<file path="config.mk">
export PLATFORM = sky130hd
export DESIGN_NAME = lc_3_io_ctrl
export DESIGN_NICKNAME = d
export VERILOG_FILES = /design/src/rtl/lc_3_io_ctrl.sv
export SDC_FILE = /design/constraint.sdc
export NUM_CORES = 1
export LEC_CHECK = 0
export ABC_AREA = 1
export CAP_MARGIN = 20
export CELL_PAD_IN_SITES_DETAIL_PLACEMENT = 2
export CELL_PAD_IN_SITES_GLOBAL_PLACEMENT = 2
export CORE_MARGIN = 5
export CORE_UTILIZATION = 25
export CTS_CLUSTER_DIAMETER = 40
export DETAILED_ROUTE_END_ITERATION = 16
export PLACE_DENSITY_LB_ADDON = 0.1
export SETUP_SLACK_MARGIN = 0.02
export SLEW_MARGIN = 30
export SYNTH_ARGS = -nofsm -noshare
export SYNTH_HDL_FRONTEND = slang
export SYNTH_SLANG_ARGS = --single-unit
</file>
<file path="constraint.sdc">
create_clock -name clock -period 1.74 [get_ports clock]
set_clock_uncertainty 0.05 [all_clocks]
set_input_delay 0.348 -clock clock [delete_from_list [all_inputs] [get_ports clock]]
set_output_delay 0.348 -clock clock [all_outputs]
set_load 0.1 [all_outputs]
</file>
<file path="src/rtl/lc_3_io_ctrl.sv">
// LC-3 console I/O: decodes KBSR/KBDR/DSR/DDR, latches keyboard bytes, sends display bytes as 8N1 UART.
// Reads: 1-cycle registered. A DDR write is accepted only while DSR ready; other DDR writes are dropped.
module lc_3_io_ctrl #(
   parameter int WORD         = 16,
   parameter int CLKS_PER_BIT = 868
) (
   input  logic            clock,
   input  logic            reset,
   input  logic [WORD-1:0] addr,
   input  logic            mem_en,
   input  logic            r_w,
   input  logic [WORD-1:0] data_in,
   output logic [WORD-1:0] data_out,
   output logic            io_hit,
   input  logic [7:0]      rx_data,
   input  logic            rx_valid,
   output logic            tx,
   output logic            kb_int,
   output logic            dsp_int
);

   localparam logic [15:0] BAUD_MAX = 16'(CLKS_PER_BIT - 1);

   typedef enum logic [1:0] {IDLE, START, DATA, STOP} tx_state_e;

   tx_state_e       state_q;
   logic [15:0]     baud_q;
   logic [2:0]      bit_q;
   logic            tx_q;
   logic            dsr_rdy_q;
   logic            dsp_ie_q;
   logic [7:0]      ddr_q;
   logic            kb_rdy_q;
   logic            kb_ie_q;
   logic [7:0]      kbdr_q;
   logic [WORD-1:0] data_out_q;
   logic [WORD-1:0] data_out_d;

   logic hit_kbsr, hit_kbdr, hit_dsr, hit_ddr;
   logic rd_en, wr_en, kbdr_rd, ddr_wr_ok, baud_done;
   logic unused_data_in;

   assign hit_kbsr  = (addr == WORD'(16'hFE00));
   assign hit_kbdr  = (addr == WORD'(16'hFE02));
   assign hit_dsr   = (addr == WORD'(16'hFE04));
   assign hit_ddr   = (addr == WORD'(16'hFE06));
   assign io_hit    = hit_kbsr | hit_kbdr | hit_dsr | hit_ddr;

   assign rd_en     = mem_en & io_hit & ~r_w;
   assign wr_en     = mem_en & io_hit & r_w;
   assign kbdr_rd   = rd_en & hit_kbdr;
   assign ddr_wr_ok = wr_en & hit_ddr & dsr_rdy_q;
   assign baud_done = (baud_q == BAUD_MAX);

   assign unused_data_in = ^{data_in[WORD-1:15], data_in[13:8]};

   always_comb begin
      data_out_d = data_out_q;
      if (rd_en) begin
         data_out_d = '0;
         if (hit_kbsr) begin
            data_out_d[15] = kb_rdy_q;
            data_out_d[14] = kb_ie_q;
         end else if (hit_kbdr) begin
            data_out_d[7:0] = kbdr_q;
         end else if (hit_dsr) begin
            data_out_d[15] = dsr_rdy_q;
            data_out_d[14] = dsp_ie_q;
         end else begin
            data_out_d[7:0] = ddr_q;
         end
      end
   end

   // A new byte wins over a same-edge KBDR read, so ready survives the collision.
   always_ff @(posedge clock) begin
      if (reset) begin
         kb_rdy_q   <= 1'b0;
         kb_ie_q    <= 1'b0;
         kbdr_q     <= 8'h00;
         dsp_ie_q   <= 1'b0;
         data_out_q <= '0;
      end else begin
         data_out_q <= data_out_d;
         if (rx_valid) begin
            kb_rdy_q <= 1'b1;
            kbdr_q   <= rx_data;
         end else if (kbdr_rd) begin
            kb_rdy_q <= 1'b0;
         end
         if (wr_en && hit_kbsr) kb_ie_q  <= data_in[14];
         if (wr_en && hit_dsr)  dsp_ie_q <= data_in[14];
      end
   end

   // tx lags the state by one edge; ready is re-armed from IDLE so it lines up with the end of the stop bit.
   always_ff @(posedge clock) begin
      if (reset) begin
         state_q   <= IDLE;
         baud_q    <= 16'd0;
         bit_q     <= 3'd0;
         tx_q      <= 1'b1;
         dsr_rdy_q <= 1'b1;
         ddr_q     <= 8'h00;
      end else begin
         case (state_q)
            IDLE: begin
               tx_q      <= 1'b1;
               dsr_rdy_q <= 1'b1;
               if (ddr_wr_ok) begin
                  ddr_q     <= data_in[7:0];
                  dsr_rdy_q <= 1'b0;
                  baud_q    <= 16'd0;
                  state_q   <= START;
               end
            end
            START: begin
               tx_q <= 1'b0;
               if (baud_done) begin
                  baud_q  <= 16'd0;
                  bit_q   <= 3'd0;
                  state_q <= DATA;
               end else begin
                  baud_q <= baud_q + 16'd1;
               end
            end
            DATA: begin
               tx_q <= ddr_q[bit_q];
               if (baud_done) begin
                  baud_q <= 16'd0;
                  if (bit_q == 3'd7) state_q <= STOP;
                  else               bit_q   <= bit_q + 3'd1;
               end else begin
                  baud_q <= baud_q + 16'd1;
               end
            end
            default: begin
               tx_q <= 1'b1;
               if (baud_done) begin
                  baud_q  <= 16'd0;
                  bit_q   <= 3'd0;
                  state_q <= IDLE;
               end else begin
                  baud_q <= baud_q + 16'd1;
               end
            end
         endcase
      end
   end

   assign data_out = data_out_q;
   assign tx       = tx_q;
   assign kb_int   = kb_rdy_q & kb_ie_q;
   assign dsp_int  = dsr_rdy_q & dsp_ie_q;

endmodule

</file>
Yosys cells after proc, flatten, opt, wreduce, memory -nomap -nowiden
Index checks and enable logic that the tools add are counted.

word-level totals
  register bits = 52
  word-level logic and storage cells = 73

operators by class
  add/sub/neg operators = 2
  $lt $le $gt $ge = 1
  equal/unequal tests = 13
  muxes and demuxes = 25
  bitwise logic cells = 13
  reduce and logical (&&, ||, !) cells = 8

operators by type and width
  operator                                                                  count
  16-bit equality test (second input constant)                              4
  16-bit 2-to-1 mux                                                         3
  8-bit 2-to-1 mux                                                          3
  16-bit by 1-bit adder with 16-bit output (second input constant)          1
  16-bit by 10-bit equality test with 1-bit output (second input constant)  1
  2-bit 2-to-1 mux                                                          8
  2-bit != test (second input constant)                                     5
  3-bit 2-to-1 mux                                                          3
  1-bit AND                                                                 8
  2-bit case mux with 3 select lines                                        1
  3-bit case mux with 2 select lines                                        1
  5-bit AND reduction                                                       1
  3-bit by 4-bit < comparator with 1-bit output (second input constant)     1
  1-bit 2-to-1 mux                                                          4
  2-bit nonzero test                                                        2
  3-bit by 1-bit adder with 3-bit output (second input constant)            1
  1-bit binary-select mux with 3-bit select                                 1
  3-bit equality test (second input constant)                               1
  1-bit OR                                                                  3
  3-bit AND reduction                                                       1
  2-bit by 1-bit equality test with 1-bit output (second input constant)    1
  2-bit equality test (second input constant)                               1
  1-bit logical AND                                                         2
  2-bit logical NOT                                                         1
  3 further kinds                                                           4

Depth between registers and ports, before layout
  word-level depth = 10
  gate-level depth with buffers = 11
  gate-level depth less buffers = 11

Worst setup path after synthesis
Ideal clock, no wire load.

  kind = input port to flip-flop
  start point = input addr[7]
  end point = register data_out_q[0], in the netlist data_out[0]
  library setup time = 0.113 ns
  data arrival time = 1.608 ns
  required time = 1.577 ns
  path slack = -0.031 ns
  stages on the path = 9
  cells stage by stage = nor2_1 > nand2_2 > nor2_2 > o21ai_4 > nand2_4 > nand3_4 > buf_6 > o21ai_1 > nor2_1

between the ends
  longest elaborated chain between the ends = 6

ends and longest elaborated chain
  item                                            RTL line  RTL
  start: declaration                              9         input logic [WORD-1:0] addr,
  16-bit equality test, on equally long branches  43, 44
  1-bit OR (2 in a row)                           47        assign io_hit = hit_kbsr | hit_kbdr | hit_dsr | hit_ddr;
  1-bit OR (*)                                    47
  net io_hit                                      14        output logic io_hit,
  1-bit AND (*) (2 in a row)                      49        assign rd_en = mem_en & io_hit & ~r_w;
  end signal: assignment                          84        data_out_q <= data_out_d;
  end: declaration                                36        logic [WORD-1:0] data_out_q;

Mark *: on every way through the listed nets, which the timed path passes. The rest lies on a longest branch.
A chain may end at the register's enable or synchronous reset.

Worst setup path after layout
  start point = input addr[6]
  end point = output io_hit

between the ends
  longest elaborated chain between the ends = 4

ends and longest elaborated chain
  item                                            RTL line
  16-bit equality test, on equally long branches  43, 44
  1-bit OR (2 in a row)                           47
  1-bit OR (*)                                    47
  end: declaration                                14

Mark *: on every way between the ends. The rest lies on a longest branch, timed or not.

==> impl_metrics.csv <==
group,metric,value,unit
routing,via_per_inst,4.73,
synthesis,synth-edff-count,0,
placement,dp_hpwl,8100,um
cells_and_area,drive_gt1_share,33.0,%
synthesis,syn_area_per_cell,6.86,sq um
global_route,grt_pass1_vias,3590,
global_route,grt_max_degree,35,
clock_network,worstSkewPairLatency,0.29,ns
global_route,track_usage,15.7,%
worst_setup_path,crit_path_start_kind,"input pin",
clock_network,clock_path_buffers,2,
routing,drtPass1Iterations,4,
synthesis,synth_seq_cells,52,
power,finalPower,3.70,mW
global_route,gr-total-overflow,0,
floorplan,ios,65,
placement,port_buffers,51,
power,power_leakage,1.89,nW
synthesis,synthCells,437,
timing,rsz0062_at_grt,"true",
timing,clock.fmax,598,MHz
clock_network,cts-root-buf,"clkbuf_16",
synthesis,synth_area,3000,sq um
cells_and_area,n_antenna_cell,0,
routing,routed_wl,11100,um
cells_and_area,stdcell_area,4540,sq um
worst_setup_path,arrival,1.27,ns
floorplan,die_w,120,um
routing,drcViolationCount,0,
floorplan,initial_utilization,25.3,%
power,clkPwrFrac,32.7,%
hold_path,hold_class,"flip-flop to flip-flop",
clock_network,cts.clk_slew.worst_paths,0.08,ns
run,drv_cap,0,
power,power.switching,1.28,mW
clock_network,clock_sinks,52,
power,seqPwrFrac,34.9,%
worst_setup_path,worstSetupPathType,"input pin to output pin",
timing,tns,0,ns
placement,placed_area,4030,sq um
cells_and_area,syn2layout_area_growth,51.4,%
placement,place_congestion,0.730,
timing,finalHoldViolCount,0,
clock_network,cts_tree,"yes",
cells_and_area,fillers,1410,
worst_setup_path,critPathCaptureType,"output pin",
floorplan,die-height,120,um
timing,drv_slew,0,
timing,period_share,96.1,%
power,internal_power,2.42,mW
synthesis,synth.distinct_cells,37,
floorplan,dieArea,14300,sq um
outcome,outcome,"finished clean",
floorplan,core_area,11900,sq um
routing,dr_total_vias,3232,
routing,wl_per_cell,16.2,um
synthesis,synth-async-reset-ratio,0,%
clock_network,htree_num_levels,2,
global_route,antenna_found_initial,0,
cells_and_area,seq_area,1060,sq um
power,combPwrFrac,32.4,%
floorplan,rows,40,
timing,min_period,1.67,ns
synthesis,ys.warnings.count,0,
clock_network,cts_buffers,5,
power,swShare,34.6,%
power,p_per_area,815,nW/um^2
cells_and_area,final_util,38.3,%
timing,fin_hold_ws,0.429,ns
worst_setup_path,cp.required,1.34,ns
global_route,grt_pass1_wl,18200,um
worst_setup_path,cp_max_fo,4,
timing,setup_viol,0,
cells_and_area,final_nets,587,
synthesis,synth-main-ff-cell,"dfxtp_1",
power,ir_worst_vdd,0.326,mV
routing,antenna_left,0,
synthesis,seq_area_frac_synth,34.7,%
cells_and_area,multi_input_area,1850,sq um
routing,drtIter0Drc,64,
area by class of cell:
| cell class | count | area share, % |
|---|---|---|
| multi-input combinational | 309 | 40.7 |
| sequential | 52 | 23.3 |
| timing repair buffer | 106 | 22.8 |
| inverter | 60 | 5.04 |
| tap | 147 | 4.05 |
| clock buffer | 6 | 3.06 |
| clock inverter | 2 | 0.854 |
| timing repair inverter | 1 | 0.165 |
state kept, by name (all words and copies together), names as in the netlist:
name       flops
dsr_rdy_q      1
kb_rdy_q       1
dsp_ie_q       1
state_q        2
baud_q        16
kb_ie_q        1
tx             1
kbdr_q         8
data_out      10
ddr_q          8
bit_q          3
through the flow:
| stage | cells | setup slack (ns) |
|---|---|---|
| floorplan | 442 | 0.0744 |
| global placement | 656 | -0.374 |
| CTS | 679 | 0.0189 |
| detailed placement | 656 | -0.490 |
| finish | 683 | 0.0686 |
| global route | 683 | -0.0185 |
synth_stat cells, types with 2 or more instances:
cell type	count	area share, %
nand2_1	71	8.9
inv_1	57	7.1
nor2_1	56	7.0
dfxtp_1	52	35
o21ai_0	36	6.0
a21oi_1	31	5.2
nand3_1	30	5.0
nor2_2	9	1.9
o21ai_1	9	1.5
nand2_2	8	1.7
nand4_1	8	1.7
nor3_2	8	2.7
buf_4	7	1.8
clkbuf_1	7	0.88
ha_1	7	2.9
buf_2	5	0.83
o22ai_1	5	1.0
o211ai_1	4	1.0
inv_2	3	0.38
o21bai_1	3	0.75
nand3b_1	2	0.50
nor2_4	2	0.75
nor3_1	2	0.33
xor2_1	2	0.58
path summary, 6_finish.rpt:
kind,start,end,slack [ns],cells past startpoint
worst min register to register,kbdr_q[7]$_SDFFE_PP0P_,kbdr_q[7]$_SDFFE_PP0P_,0.43,2
worst max register to register,baud_q[1]$_SDFFE_PP0P_,baud_q[10]$_SDFFE_PP0P_,0.11,9
worst max-delay path,addr[6],io_hit,0.07,8
worst min-delay path,kbdr_q[7]$_SDFFE_PP0P_,kbdr_q[7]$_SDFFE_PP0P_,0.43,2
repair_timing:
action,4_1_cts,5_1_grt
cloned,1,0
endpoints found under the setup margin,41,39
pin swaps,24,29
setup buffers,14,4
hold buffers,0,0
resized for setup,72,60
logic make-up after synthesis:
logic type,Yosys count,share of synthesized area (%)
AND/OR/NAND/NOR,200,32.7
other,1,0.125
AO/OA/AOI/OAI,93,17.1
multiplexers,1,0.334
adder cells (fa/ha/maj),7,2.92
XOR/XNOR,2,0.584
buffers and inverters,81,11.5
flip-flops,52,34.7
cells in the final DEF (no fill, tap or decap), drive strengths merged:
cell | netlist | layout
a21o | 1 | 1
mux2i | 1 | 1
o221ai | 1 | 1
nand2 | 80 | 80
conb | 1 | 6
xor2 | 2 | 2
clkinv | 0 | 1
o21ai | 47 | 47
nor2 | 68 | 68
o21bai | 3 | 3
clkdlybuf4s15 | 0 | 3
a21oi | 31 | 31
nor3 | 10 | 10
nand3b | 2 | 2
buf | 14 | 76
clkbuf | 7 | 12
bufinv | 0 | 1
clkdlybuf4s50 | 0 | 21
a211oi | 1 | 1
inv | 60 | 59
o211ai | 4 | 4
dfxtp | 52 | 52
ha | 7 | 7
nand4 | 9 | 9
clkinvlp | 0 | 2
nand3 | 31 | 31
o22ai | 5 | 5
routing by layer:
metal	routed length, um	up-vias	track usage (%)	part of all wire (%)
li1	-	1603	-	-
met1	4570	1587	17.6	41
met2	6140	33	30.7	55
met3	253	9	2.69	2.3
met4	119	0	3.72	1.1
met5	0	-	0	0
power by group through the flow:
stage	sequential, mW	clock (mW)	combinational, mW
3_5_place_dp	1.31	0	1.05
2_1_floorplan	1.34	0	0.540
5_1_grt	1.30	1.30	1.31
6_report	1.29	1.21	1.20
4_1_cts	1.29	1.25	1.17
3_3_place_gp	1.31	0	1.02
worst max-delay path: stages:
cell and delay (ns):
buf_2 0.12, nor2_4 0.12, nand2_4 0.10, buf_6 0.13
nor2_4 0.13, o21ai_4 0.09, nand2_8 0.07, buf_12 0.16
Note: power is estimated with default switching activity, not from simulation.
